===== src/rtl/cpu_pkg.sv =====
// Shared definitions for the control unit, register file and ALU:
// widths, opcode/ALU-op constants, FSM state type and instruction field positions.
package cpu_pkg;

  localparam int unsigned CPU_DATA_W = 16;
  localparam int unsigned CPU_PC_W   = 8;
  localparam int unsigned CPU_REG_AW = 4;

  localparam logic [3:0] OP_NOP  = 4'h0;
  localparam logic [3:0] OP_ADD  = 4'h1;
  localparam logic [3:0] OP_SUB  = 4'h2;
  localparam logic [3:0] OP_AND  = 4'h3;
  localparam logic [3:0] OP_OR   = 4'h4;
  localparam logic [3:0] OP_XOR  = 4'h5;
  localparam logic [3:0] OP_ADDI = 4'h6;
  localparam logic [3:0] OP_LDI  = 4'h7;
  localparam logic [3:0] OP_BEQZ = 4'h8;
  localparam logic [3:0] OP_JMP  = 4'h9;
  localparam logic [3:0] OP_HALT = 4'hF;

  localparam logic [2:0] ALU_ADD    = 3'd0;
  localparam logic [2:0] ALU_SUB    = 3'd1;
  localparam logic [2:0] ALU_AND    = 3'd2;
  localparam logic [2:0] ALU_OR     = 3'd3;
  localparam logic [2:0] ALU_XOR    = 3'd4;
  localparam logic [2:0] ALU_PASS_B = 3'd5;
  localparam logic [2:0] ALU_PASS_A = 3'd6;

  typedef enum logic [2:0] {
    ST_IDLE,
    ST_FETCH,
    ST_DECODE,
    ST_EXECUTE,
    ST_WRITEBACK,
    ST_HALT
  } state_t;

  localparam int unsigned OP_MSB   = 15;
  localparam int unsigned OP_LSB   = 12;
  localparam int unsigned RD_MSB   = 11;
  localparam int unsigned RD_LSB   = 8;
  localparam int unsigned RS1_MSB  = 7;
  localparam int unsigned RS1_LSB  = 4;
  localparam int unsigned RS2_MSB  = 3;
  localparam int unsigned RS2_LSB  = 0;
  localparam int unsigned IMM8_MSB = 7;
  localparam int unsigned IMM4_MSB = 3;

endpackage


===== src/rtl/instr_decoder.sv =====
// Purely combinational instruction decode: IR -> register addresses, ALU
// controls, zero-extended immediate and instruction-class flags.
module instr_decoder
  import cpu_pkg::*;
(
  input  logic [CPU_DATA_W-1:0] ir_i,
  output logic [CPU_REG_AW-1:0] rd_o,
  output logic [CPU_REG_AW-1:0] rs1_o,
  output logic [CPU_REG_AW-1:0] rs2_o,
  output logic [2:0]            alu_op_o,
  output logic [CPU_DATA_W-1:0] imm_o,
  output logic                  imm_sel_o,
  output logic                  writes_rd_o,
  output logic                  is_branch_o,
  output logic                  is_jmp_o,
  output logic                  is_halt_o,
  output logic                  illegal_o
);

  logic [3:0] opcode;

  always_comb begin
    opcode      = ir_i[OP_MSB:OP_LSB];
    rd_o        = ir_i[RD_MSB:RD_LSB];
    rs1_o       = ir_i[RS1_MSB:RS1_LSB];
    rs2_o       = ir_i[RS2_MSB:RS2_LSB];
    alu_op_o    = ALU_ADD;
    imm_o       = '0;
    imm_sel_o   = 1'b0;
    writes_rd_o = 1'b0;
    is_branch_o = 1'b0;
    is_jmp_o    = 1'b0;
    is_halt_o   = 1'b0;
    illegal_o   = 1'b0;
    case (opcode)
      OP_NOP: ;
      OP_ADD: writes_rd_o = 1'b1;
      OP_SUB: begin
        alu_op_o    = ALU_SUB;
        writes_rd_o = 1'b1;
      end
      OP_AND: begin
        alu_op_o    = ALU_AND;
        writes_rd_o = 1'b1;
      end
      OP_OR: begin
        alu_op_o    = ALU_OR;
        writes_rd_o = 1'b1;
      end
      OP_XOR: begin
        alu_op_o    = ALU_XOR;
        writes_rd_o = 1'b1;
      end
      OP_ADDI: begin
        imm_o       = CPU_DATA_W'(ir_i[IMM4_MSB:0]);
        imm_sel_o   = 1'b1;
        writes_rd_o = 1'b1;
      end
      OP_LDI: begin
        alu_op_o    = ALU_PASS_B;
        imm_o       = CPU_DATA_W'(ir_i[IMM8_MSB:0]);
        imm_sel_o   = 1'b1;
        writes_rd_o = 1'b1;
      end
      OP_BEQZ: begin
        // The tested register sits in the rd field and goes out on read port 1.
        rs1_o       = ir_i[RD_MSB:RD_LSB];
        alu_op_o    = ALU_PASS_A;
        imm_o       = CPU_DATA_W'(ir_i[IMM8_MSB:0]);
        is_branch_o = 1'b1;
      end
      OP_JMP: begin
        imm_o    = CPU_DATA_W'(ir_i[IMM8_MSB:0]);
        is_jmp_o = 1'b1;
      end
      OP_HALT: is_halt_o = 1'b1;
      default: illegal_o = 1'b1;
    endcase
  end

endmodule


===== src/rtl/control_unit.sv =====
// Multi-cycle control stage: fetches over req/ack into IR, decodes, and
// sequences FETCH/DECODE/EXECUTE/WRITEBACK in front of the register file.
module control_unit
  import cpu_pkg::*;
#(
  parameter int unsigned DATA_W = CPU_DATA_W,
  parameter int unsigned PC_W   = CPU_PC_W,
  parameter int unsigned REG_AW = CPU_REG_AW
) (
  input  logic              i_clk,
  input  logic              i_reset,
  output logic              o_imem_req,
  output logic [PC_W-1:0]   o_pc,
  input  logic              i_imem_ack,
  input  logic [DATA_W-1:0] i_imem_data,
  output logic [REG_AW-1:0] o_rf_read_add1,
  output logic [REG_AW-1:0] o_rf_read_add2,
  output logic [REG_AW-1:0] o_rf_write_add,
  output logic              o_rf_write_en,
  output logic [2:0]        o_alu_op,
  output logic              o_imm_sel,
  output logic [DATA_W-1:0] o_imm,
  input  logic              i_alu_zero,
  output logic              o_illegal,
  output logic              o_halted
);

  state_t            state_q, state_d;
  logic [PC_W-1:0]   pc_q, pc_d;
  logic [DATA_W-1:0] ir_q, ir_d;

  logic writes_rd, is_branch, is_jmp, is_halt, illegal;

  instr_decoder u_dec (
    .ir_i        (ir_q),
    .rd_o        (o_rf_write_add),
    .rs1_o       (o_rf_read_add1),
    .rs2_o       (o_rf_read_add2),
    .alu_op_o    (o_alu_op),
    .imm_o       (o_imm),
    .imm_sel_o   (o_imm_sel),
    .writes_rd_o (writes_rd),
    .is_branch_o (is_branch),
    .is_jmp_o    (is_jmp),
    .is_halt_o   (is_halt),
    .illegal_o   (illegal)
  );

  always_ff @(posedge i_clk or negedge i_reset) begin
    if (!i_reset) begin
      state_q <= ST_IDLE;
      pc_q    <= '0;
      ir_q    <= '0;
    end else begin
      state_q <= state_d;
      pc_q    <= pc_d;
      ir_q    <= ir_d;
    end
  end

  always_comb begin
    state_d = state_q;
    pc_d    = pc_q;
    ir_d    = ir_q;
    case (state_q)
      ST_IDLE: state_d = ST_FETCH;
      ST_FETCH: begin
        if (i_imem_ack) begin
          ir_d    = i_imem_data;
          pc_d    = pc_q + PC_W'(1);
          state_d = ST_DECODE;
        end
      end
      ST_DECODE: state_d = is_halt ? ST_HALT : ST_EXECUTE;
      ST_EXECUTE: begin
        // PC already points past the branch; offset is sign-extended imm8.
        if (is_branch && i_alu_zero) pc_d = pc_q + PC_W'($signed(ir_q[IMM8_MSB:0]));
        if (is_jmp) pc_d = PC_W'(ir_q[IMM8_MSB:0]);
        state_d = writes_rd ? ST_WRITEBACK : ST_FETCH;
      end
      ST_WRITEBACK: state_d = ST_FETCH;
      ST_HALT:      state_d = ST_HALT;
      default:      state_d = ST_IDLE;
    endcase
  end

  // Strobes come straight from the state register so they stay clean across the negedge write.
  assign o_imem_req    = (state_q == ST_FETCH);
  assign o_rf_write_en = (state_q == ST_WRITEBACK);
  assign o_illegal     = (state_q == ST_DECODE) && illegal;
  assign o_halted      = (state_q == ST_HALT);
  assign o_pc          = pc_q;

endmodule

===== config.mk =====
export PLATFORM = sky130hd
export DESIGN_NAME = control_unit
export DESIGN_NICKNAME = d
export VERILOG_FILES = /design/src/rtl/cpu_pkg.sv /design/src/rtl/instr_decoder.sv /design/src/rtl/control_unit.sv
export SDC_FILE = /design/constraint.sdc
export NUM_CORES = 1
export LEC_CHECK = 0
export CORE_AREA = 2 2 70 72
export DETAILED_ROUTE_END_ITERATION = 8
export DIE_AREA = 0 0 72 74
export PLACE_DENSITY_LB_ADDON = 0.25
export SLEW_MARGIN = 20
export SYNTH_ARGS = -nofsm -noshare
export SYNTH_HDL_FRONTEND = slang
export SYNTH_SLANG_ARGS = --single-unit

===== constraint.sdc =====
create_clock -name i_clk -period 2.1 [get_ports i_clk]
set_clock_uncertainty 0.05 [all_clocks]
set_input_delay 0.42 -clock i_clk [delete_from_list [all_inputs] [get_ports i_clk]]
set_output_delay 0.42 -clock i_clk [all_outputs]
set_load 0.02 [all_outputs]

# Word-level counts from Yosys, hierarchy flattened
# Cells that the tools add are included.
dict set report classes {
  eq_ne 17
  reduce_logical 12
  n_addsub 2
  muxes 17
}
# op count
set op_table {}
lappend op_table {{case mux 8 bit (2 select lines)} 2}
lappend op_table {{two-way mux 8 bit} 3}
lappend op_table {{case mux 3 bit (6 select lines)} 1}
lappend op_table {{equality test 4 x 3 -> 1 bit, second input constant} 4}
lappend op_table {{case mux 3 bit (5 select lines)} 1}
lappend op_table {{equality test 4 bit, second input constant} 3}
lappend op_table {{OR reduction 11 bit} 1}
lappend op_table {{two-way mux 3 bit} 3}
lappend op_table {{adder 8 x 1 -> 8 bit, second input constant} 1}
lappend op_table {{adder 8 bit} 1}
lappend op_table {{equality test 4 x 2 -> 1 bit, second input constant} 2}
lappend op_table {{OR reduction 7 bit} 1}
lappend op_table {{equality test 3 x 2 -> 1 bit, second input constant} 2}
lappend op_table {{equality test 3 bit, second input constant} 2}
lappend op_table {{two-way mux 1 bit} 6}
lappend op_table {{equality test 4 x 1 -> 1 bit, second input constant} 1}
lappend op_table {{zero test 4 bit} 1}
lappend op_table {{two-way mux 4 bit} 1}
lappend op_table {{OR reduction 2 bit} 2}
lappend op_table {{equality test 3 x 1 -> 1 bit, second input constant} 1}
lappend op_table {{zero test 3 bit} 1}
lappend op_table {{!= test 3 bit, second input constant} 1}
lappend op_table {{AND reduction 3 bit} 1}
lappend op_table {{OR reduction 3 bit} 1}
lappend op_table {{other kinds (4)} 5}
dict set report totals {
  input_bits 20
  output_inout_bits 44
  reg_bits 27
  wordCells 51
}

# Depth between registers and ports, before layout
dict set report depth {
  depth_word 6
  mapped_depth 8
  depth_no_buf 8
}

# Cells and area by module
# Synthesis repeated with hierarchy kept, for this count alone.
dict set report unflattened {
  cells_unflattened 255
  hier_area_um2 2137.0
}
# mod instances seq_area_each_um2 area_per_inst_um2 cells_each
set by_module_without_submodules {}
lappend by_module_without_submodules {control_unit 1 675.6 1721.7 199}
lappend by_module_without_submodules {instr_decoder 1 0.0 415.4 56}

# Least setup slack after synthesis
# Ideal clock, no wire load.
dict set report synth_path {
  kind {reg-to-reg}
  start {register pc_q[0] (netlist: o_pc[0])}
  end {register pc_q[6] (netlist: o_pc[6])}
  t_required_ns 1.949
  stages_incl_launch_ff 9
  arrival_time_ns 1.876
  n_path_buf 0
  setup_ns 0.101
  period_less_slack_ns 2.027
  path_slack_ns 0.073
  cell_sequence {dfrtp_1 > ha_1 > inv_1 > fa_1 > nand3b_1 > a31oi_1 > or3_1 > a21oi_1 > o32ai_1}
}
dict set report synth_via {
  elab_chain_len 4
  word_cells_on_any_way 6
  cone_classes {2 x add/sub; 4 x mux}
}
# item line_no
set synth_rtl {}
lappend synth_rtl {{start, declared} control_unit.sv:29} ;# logic [PC_W-1:0] pc_q, pc_d;
lappend synth_rtl {{start signal, assigned} control_unit.sv:56} ;# pc_q <= pc_d;
lappend synth_rtl {{adder 8 bit} control_unit.sv:77} ;# if (is_branch && i_alu_zero) pc_d = pc_q + PC_W'($signed(ir_q[IMM8_MSB:0]));
lappend synth_rtl {{two-way mux 8 bit} control_unit.sv:77}
lappend synth_rtl {{two-way mux 8 bit} control_unit.sv:78} ;# if (is_jmp) pc_d = PC_W'(ir_q[IMM8_MSB:0]);
lappend synth_rtl {{case mux 8 bit (2 select lines) *} control_unit.sv:65} ;# case (state_q)
# Every way passes the cells marked *; elsewhere a longest branch is shown, timed or not. The select of a mux whose other input is x is not followed.
# A chain may end at the register's enable or synchronous reset.

# Worst setup path after layout
dict set report layout_path {
  start {register ir_q[14]}
  end {output o_imm[2]}
}
dict set report layout_via {
  elab_chain_len 3
  word_cells_on_any_way 6
  cone_classes {4 x eq/ne; 1 x mux; 1 x reduce/logical}
}
# item line_no
set layout_rtl {}
lappend layout_rtl {{start, declared} control_unit.sv:30} ;# logic [DATA_W-1:0] ir_q, ir_d;
lappend layout_rtl {{start signal, assigned} control_unit.sv:57} ;# ir_q <= ir_d;
lappend layout_rtl {{equality test 4 x 3 -> 1 bit / equality test 4 bit (equally long branches)} instr_decoder.sv:35} ;# case (opcode)
lappend layout_rtl {{OR reduction 3 bit (no source line)} n/a}
lappend layout_rtl {{case mux 8 bit (2 select lines) *} instr_decoder.sv:35}
lappend layout_rtl {{end, declared} control_unit.sv:22} ;# output logic [DATA_W-1:0] o_imm,
# Every way passes the cells marked *; elsewhere a longest branch is shown, timed or not.

==> metrics <==
status complete, no violations; Pre-antenna DRT Iters 4; sequential share of power 22.6%; clk root buf clkbuf_8; I/O pin cnt 64; post-synthesis register bit count 27; Psw 2270 uW; CTS Buffer Depth 2; Top FF cell, synth dfrtp_1; FF-to-FF path depth 7; IO buf count 55; critical path endpoint o_imm[2]; Initial Utilization 44.9%; Core Util, Final 60.7%; Pint 2550 uW; Die Ht 74 um; placed insts 348; wire length per cell 14.8 um; Die Wd 72 um; ANT cells 0; drt first-iter violations 137; async set-reset flop share out of synthesis 100%; max_cap viols 0; Worst EP required 1630 ps; fmax 477 MHz; Final Cycle Share 99.8%; layout cells sized above 1 26.4%; post-synthesis sequential area ratio 32.7%; Finished Layout Cells 357; later-pin clock latency in the skew report 280 ps; Overflow after GRT 0; switching fraction of total power 47.1%; setup violators final 0; Syn Std Cell Area 2070 um^2; Clock H-tree levels 1; CORE AREA 4600 um^2; RePlAce Congestion 0.840; WP data arrival 1630 ps; TritonCTS clock tree built; first-pass GRT wire length 8670 um; largest net degree at the start of global routing 28; CP Capture Type primary output; fin worst setup slack 3.25 ps; crit path kind reg2out; Cell variety after synth 51; crit path launch ir_q[14]$_DFFE_PN0P_; Area Growth Syn to Fin 35.2%; Routed WL 5300 um; combinational power share 70.7%; RSZ-0062 raised after global routing yes; pins over their slew limit 0; CTS sink cnt 27; leakage 0.00127 uW; Mean Syn Cell Area 8.72 um^2; vias 1915; Hold Buf Count CTS 0; maximum fanout along the worst path 4; EDFF count, synth 0; initial antenna violation count 0; clock share of power 6.7%; fillcell total 415; Cells after Synth 237; GRT Overall Usage 20.3%; fin crit period 2100 ps; clock transition at the registers of the reported paths 110 ps; # DRC 0; vias in the first global route 1800; dpl hpwl 3890 um; number of routed nets with antenna violations 0; startpoint class of the critical path flop; power per cell area 1720 nW/um^2; VDD IR-drop max 0.000889 V; Reg2Reg Capture Point o_pc[4]$_DFFE_PN0P_; Worst R2R Start ir_q[14]$_DFFE_PN0P_; worst min path class in2async; reg-to-reg setup timing slack 90 ps; dpl ws -98.4 ps; Hold Vio Cnt, Final 0; DR vias/cell 5.36; Inserted Clock Buffers 3; Die ar. 5330 um^2; nets 333; warnings from Yosys 0; Site Rows 25
sequential cells by signal, summed over array words and instances (netlist names):
register,flops
state_q,3
o_pc,8
ir_q,16
how the worst min path moves through the flow:
stage	slack (ps)	from	endpoint	depth (start not counted)
2_1_floorplan	70	i_reset	ir_q[0]$_DFFE_PN0P_	0
3_3_place_gp	460	ir_q[10]$_DFFE_PN0P_	ir_q[10]$_DFFE_PN0P_	1
3_5_place_dp	470	ir_q[9]$_DFFE_PN0P_	ir_q[9]$_DFFE_PN0P_	1
4_1_cts	480	i_reset	o_pc[4]$_DFFE_PN0P_	2
5_1_grt	490	i_reset	state_q[2]$_DFFE_PN0P_	2
6_report	470	i_reset	o_pc[4]$_DFFE_PN0P_	2
cells in the final DEF, fill, tap and decap left out, types with 5 or more instances in the layout:
cell / n
nor2_1: 14
a31oi_1: 6
conb_1: 8
nor2b_1: 5
dfrtp_1: 22
mux2_2: 15
dlygate4sd2_1: 5
ha_1: 7
clkbuf_2: 6
o21ai_0: 12
clkdlybuf4s50_1: 35
and2_1: 8
dfrtp_2: 5
nand2_1: 34
buf_4: 29
a21oi_1: 7
final cells by class:
type / count / area (um^2) / share of cell area [%]
repair buffers: 83 / 714 / 25.6
multi-input cells: 185 / 1270 / 45.4
flip-flops and latches: 27 / 682 / 24.4
inverters: 4 / 15.0 / 0.538
clock buffers: 4 / 45.0 / 1.61
well taps: 54 / 67.6 / 2.42
Yosys cell counts, types with 5 or more instances:
library cell | instances | share of area (%)
a21oi_1 | 7 | 1.7
a31oi_1 | 6 | 1.8
and2_1 | 11 | 3.3
buf_2 | 6 | 1.5
buf_4 | 16 | 5.8
dfrtp_1 | 27 | 33
ha_1 | 8 | 4.8
mux2_2 | 15 | 8.2
nand2_1 | 35 | 6.4
nor2_1 | 15 | 2.7
nor2b_1 | 7 | 2.1
nor3b_1 | 5 | 1.8
o21ai_0 | 13 | 3.1
power by group through the flow:
stage	Sequential, uW	Clock, uW	Combinational [uW]
floorplan	1090	0	2160
global placement	1070	0	3310
detailed placement	1070	0	3350
CTS	1070	322	3310
global route	1130	346	3740
finish	1090	322	3400
metal layers:
layer,GRT usage [%],wire length [um],vias to the layer above
met4,4.19,26,0
li1,-,-,951
met5,0,0,-
met1,27.5,2420,906
met2,33.0,2490,56
met3,5.15,355,2
worst max-delay path, cell delays in order, from the launching register on:
cell and delay (ps):
dfrtp_2 460, buf_6 130, or3b_4 420, nand2_4 90
and2_1 140, buf_6 110
per-stage QoR:
step	instance area (um^2)	hold WS, ps	power (uW)	TNS [ps]
2_1_floorplan	2090	74.4	3250	0
3_3_place_gp	2710	464	4380	-322
3_5_place_dp	2710	470	4420	-607
4_1_cts	2760	482	4700	-375
5_1_grt	2790	494	5210	-152
6_report	2790	468	4820	0
kinds of logic (layout without fill, tap and decap cells):
logic type / Yosys count / after routing / synth area share [%]
xor+xnor: 2 / 2 / 0.848
buf+inv: 32 / 91 / 9.15
compound gates: 52 / 52 / 17.6
fa+ha+maj: 9 / 9 / 5.81
flops: 27 / 27 / 32.7
other cells: 1 / 8 / 0.182
mux: 16 / 16 / 8.66
simple gates: 98 / 98 / 25.0
timing repair:
action | CTS | global route
setup buffers | 2 | 3
setup endpoints to repair | 19 | 19
resized for setup | 48 | 37
gates cloned | 0 | 0
pin swaps | 0 | 5
Power figures use the tool's default switching activity.
